## src/rtl/priority_encoder8.sv

```systemverilog
// Sequential 8-to-3 priority encoder: latches request pulses into a pending
// register and offers the highest pending index under a valid/ready handshake.

module pe_lane #(
    parameter int IDX    = 0,
    parameter int CODE_W = 3
) (
    input  logic              pend,
    input  logic              set,
    input  logic              acc,
    input  logic [CODE_W-1:0] code,
    output logic              p_nxt,
    output logic              lost
);
    logic clr;

    assign clr   = acc && (code == CODE_W'(IDX));
    // set wins over clear so a re-arriving request is re-presented, not dropped
    assign p_nxt = (pend & ~clr) | set;
    assign lost  = set & pend & ~clr;
endmodule

module priority_encoder8 (
    input  logic       clk,
    input  logic       rst_n,
    input  logic       en,
    input  logic [7:0] req,
    input  logic       ready,
    output logic [2:0] code,
    output logic       valid,
    output logic [7:0] pending,
    output logic       ovf
);
    localparam int NUM_LANES = 8;
    localparam int CODE_W    = 3;

    logic                 acc;
    logic [NUM_LANES-1:0] set;
    logic [NUM_LANES-1:0] p_nxt;
    logic [NUM_LANES-1:0] lost;
    logic [CODE_W-1:0]    code_nxt;

    assign acc = valid & ready;
    assign set = en ? req : '0;

    for (genvar k = 0; k < NUM_LANES; k++) begin : g_lane
        pe_lane #(.IDX(k), .CODE_W(CODE_W)) u_lane (
            .pend  (pending[k]),
            .set   (set[k]),
            .acc   (acc),
            .code  (code),
            .p_nxt (p_nxt[k]),
            .lost  (lost[k])
        );
    end

    // Highest set bit wins; an empty vector yields 0.
    always_comb begin
        code_nxt = '0;
        for (int i = 0; i < NUM_LANES; i++) begin
            if (p_nxt[i]) code_nxt = CODE_W'(i);
        end
    end

    always_ff @(posedge clk or negedge rst_n) begin
        if (!rst_n) begin
            pending <= '0;
            code    <= '0;
            valid   <= 1'b0;
            ovf     <= 1'b0;
        end else begin
            pending <= p_nxt;
            ovf     <= |lost;
            // an offered code is frozen until the consumer takes it
            if (!valid || acc) begin
                valid <= |p_nxt;
                code  <= code_nxt;
            end
        end
    end
endmodule

```

## config.mk

```make
export PLATFORM = sky130hd
export DESIGN_NAME = priority_encoder8
export DESIGN_NICKNAME = d
export VERILOG_FILES = /design/src/rtl/priority_encoder8.sv
export SDC_FILE = /design/constraint.sdc
export NUM_CORES = 1
export LEC_CHECK = 0
export ABC_CLOCK_PERIOD_IN_PS = 3450
export CAP_MARGIN = 15
export CELL_PAD_IN_SITES_DETAIL_PLACEMENT = 0
export CELL_PAD_IN_SITES_GLOBAL_PLACEMENT = 1
export CORE_MARGIN = 2
export CORE_UTILIZATION = 35
export DETAILED_ROUTE_END_ITERATION = 8
export GPL_ROUTABILITY_DRIVEN = 1
export PLACE_DENSITY = 0.89
export SETUP_SLACK_MARGIN = 0.1
export SLEW_MARGIN = 20
export SYNTH_ARGS = -nofsm -noshare
export SYNTH_HDL_FRONTEND = slang
export SYNTH_SLANG_ARGS = --single-unit
```

## constraint.sdc

```tcl
create_clock -name clk -period 3.45 [get_ports clk]
set_input_delay 0.69 -clock clk [delete_from_list [all_inputs] [get_ports clk]]
set_output_delay 0.69 -clock clk [all_outputs]
set_load 0.01 [all_outputs]
```

==> results.toml <==
[grt]
antenna_found_initial = 0
grt-ovfl-total = 0
grt_pass1_vias = 675
grt_max_degree = 14
grt_pass1_wl_um = 3180
grt_use_total_pct = 16.2

[setup_path]
reg2reg_to = "valid$_DFFE_PN0P_"
cpLargestDelayFamily = "buffers and inverters"
rr_startpoint = "code[1]$_DFFE_PN0P_"
cp_max_fo = 13
slowest_stage = "clkdlybuf4s50_1"
endpoint_kind = "output port"
critPathLaunchType = "register"
reg2reg_slack_ns = 1.79
r2r_cells = 5
crit_path_end = "code[0]"
worst-path-stages = 1
crit_buf_inv = 1
path_cells = "clkdlybuf4s50_1"
critPathLaunch = "code[0]$_DFFE_PN0P_"
required_ns = 2.76
worstPathArrival_ns = 1.50
max_stage_delay_ns = 0.62
worstSetupPathType = "register to output port"

[timing]
min_period_ns = 2.19
finalSetupViolCount = 0
fmax_mhz = 457
period_share_pct = 63.5
finClkSkew_ns = 0.00692
rsz0062_at_grt = "false"
tightest_slew_ns = 0.606
slew_viol_final = 0
fin_setup_tns_ns = 0
hold_viol = 0
max-slew-margin-rel_pct = 59.5

[drt]
route.detailed.drc = 0
drt_iter0_drc = 15
wl_per_cell_um = 14.0
drt_pass1_iterations = 4
vias = 750
wirelength_um = 1910
viasPerCell = 5.51
ant_nets = 0

[floorplan]
die-width_um = 52.1
start_util_pct = 36.9
top_level_ports = 25
dieArea_um2 = 2710
core_area_um2 = 2190
rows = 17
die_h_um = 52.1

[power_and_ir_drop]
cellPowerDensity_nw_per_um2 = 542
p_total_uw = 556
ir_drop_mv = 0.215
p_leak_uw = 0.000407

[finish]
drive_gt1_share_pct = 6.48
nets = 121
antenna_cells = 0
area_growth_syn_to_layout_pct = 26.8

[cts]
cts_root_buf = "clkbuf_4"
cts.sinks = 13
ctsHtreeMaxLevel = 1
hold_buffers = 0
path_clk_slew_ns = 0.09
cts_buffer_depth = 2
clkLatencyLatePin_ns = 0.27
numCtsBuffers = 3
cts_tree = "done"
post_cts_buffers = 0
cts_resized = 0

[yosys]
synth-main-ff-cell = "dfrtp_1"
synth-seq-cells = 13
syn_avg_cell_area_um2 = 8.79
synth_enable_flop_cells = 0
synthCells = 92
synthArstFlopShare_pct = 100
synth_seq_area_share_pct = 40.2
synth.net_count = 104
synthDistinctLibCells = 31
netlist_area_um2 = 808
ys_warn_count = 0

[flow_run]
drv_cap = 0

[placement]
gp_congestion = 0.838
place_hpwl_um = 1410
numPortBuffers = 24

[status]
status = "finished, final reports clean"

[min_path]
hp-class = "register to register"
report_power, final:
part / switching [µW] / total (µW) / leakage (µW) / internal, µW
clock: 51.2 / 95.9 / 0.0000150 / 44.8
sequential: 52.9 / 235 / 0.000125 / 183
combinational: 105 / 224 / 0.000267 / 120
cell families (layout without fill, tap and decap cells):
logic type      after synthesis  in the layout  synth area share [%]
simple gates                 36             36                  22.0
buf+inv                      15             31                  11.9
mux                           1              1                  1.24
compound gates               27             27                  24.6
flops                        13             13                  40.2
registers in the layout, summed over array words and instances, names as in the netlist:
| register | flops |
|---|---|
| valid | 1 |
| ovf | 1 |
| code | 3 |
| pending | 8 |
cell usage in the layout (no fill, tap or decap), drive strengths merged, types with 2 or more instances in the layout:
cell	Yosys	routed
a21oi	3	3
a22o	3	3
a22oi	2	2
a31oi	2	2
a32oi	2	2
clkbuf	1	4
clkdlybuf4s50	0	24
dfrtp	13	13
inv	3	3
nand2	13	13
nand3	8	8
nor2	8	8
nor3	2	2
o211ai	2	2
o21ai	6	6
o31a	3	3
synth_stat cells (2+ instances only):
cell type | count | area [µm²]
buf_2 | 2 | 10.0
nor2_1 | 8 | 30.0
a22oi_1 | 2 | 15.0
o21ai_0 | 5 | 25.0
a32oi_1 | 2 | 17.5
buf_4 | 8 | 60.1
a31oi_1 | 2 | 12.5
o211ai_1 | 2 | 15.0
nand2_1 | 13 | 48.8
a22o_1 | 3 | 26.3
dfrtp_1 | 13 | 325
a21oi_1 | 3 | 15.0
nand3_1 | 7 | 35.0
inv_1 | 3 | 11.3
o31a_1 | 3 | 26.3
area by class of cell:
type                            instances  area (µm²)
Timing Repair Buffer                   24         240
Multi-Input combinational cell         64         387
Sequential cell                        13         325
Fill cell                             218        1170
Tap cell                               28        35.0
Clock buffer                            4        26.3
Inverter                                3        11.3
per-layer routing:
metal	up-vias	GRT usage, %	share of wire [%]
li1	360	-	-
met1	347	22.4	43
met2	41	24.9	47
met3	2	2.01	8.6
met4	0	7.89	1.4
met5	-	0	0
worst min-delay path by stage:
stage / startpoint / to / slack (ns) / depth (start not counted)
2_1_floorplan: rst_n / code[0]$_DFFE_PN0P_ / 0.39 / 0
3_3_place_gp: pending[7]$_DFF_PN0_ / pending[7]$_DFF_PN0_ / 0.55 / 2
3_5_place_dp: pending[0]$_DFF_PN0_ / pending[0]$_DFF_PN0_ / 0.55 / 1
4_1_cts: pending[0]$_DFF_PN0_ / pending[0]$_DFF_PN0_ / 0.58 / 1
5_1_grt: pending[5]$_DFF_PN0_ / pending[5]$_DFF_PN0_ / 0.61 / 2
6_report: pending[0]$_DFF_PN0_ / pending[0]$_DFF_PN0_ / 0.58 / 1
per-stage QoR:
step	cell area, µm²	util, %	hold WS, ns	setup WS [ns]	cells
final	1020	46.8	0.578	1.26	136
after detailed placement	998	45.6	0.548	1.10	132
after CTS	1020	46.8	0.578	1.25	136
after global routing	1020	46.8	0.608	1.19	136
after floorplan	808	-	0.394	1.78	92
after global placement	998	45.6	0.551	1.11	132
Note: power is estimated with default switching activity, not from simulation.
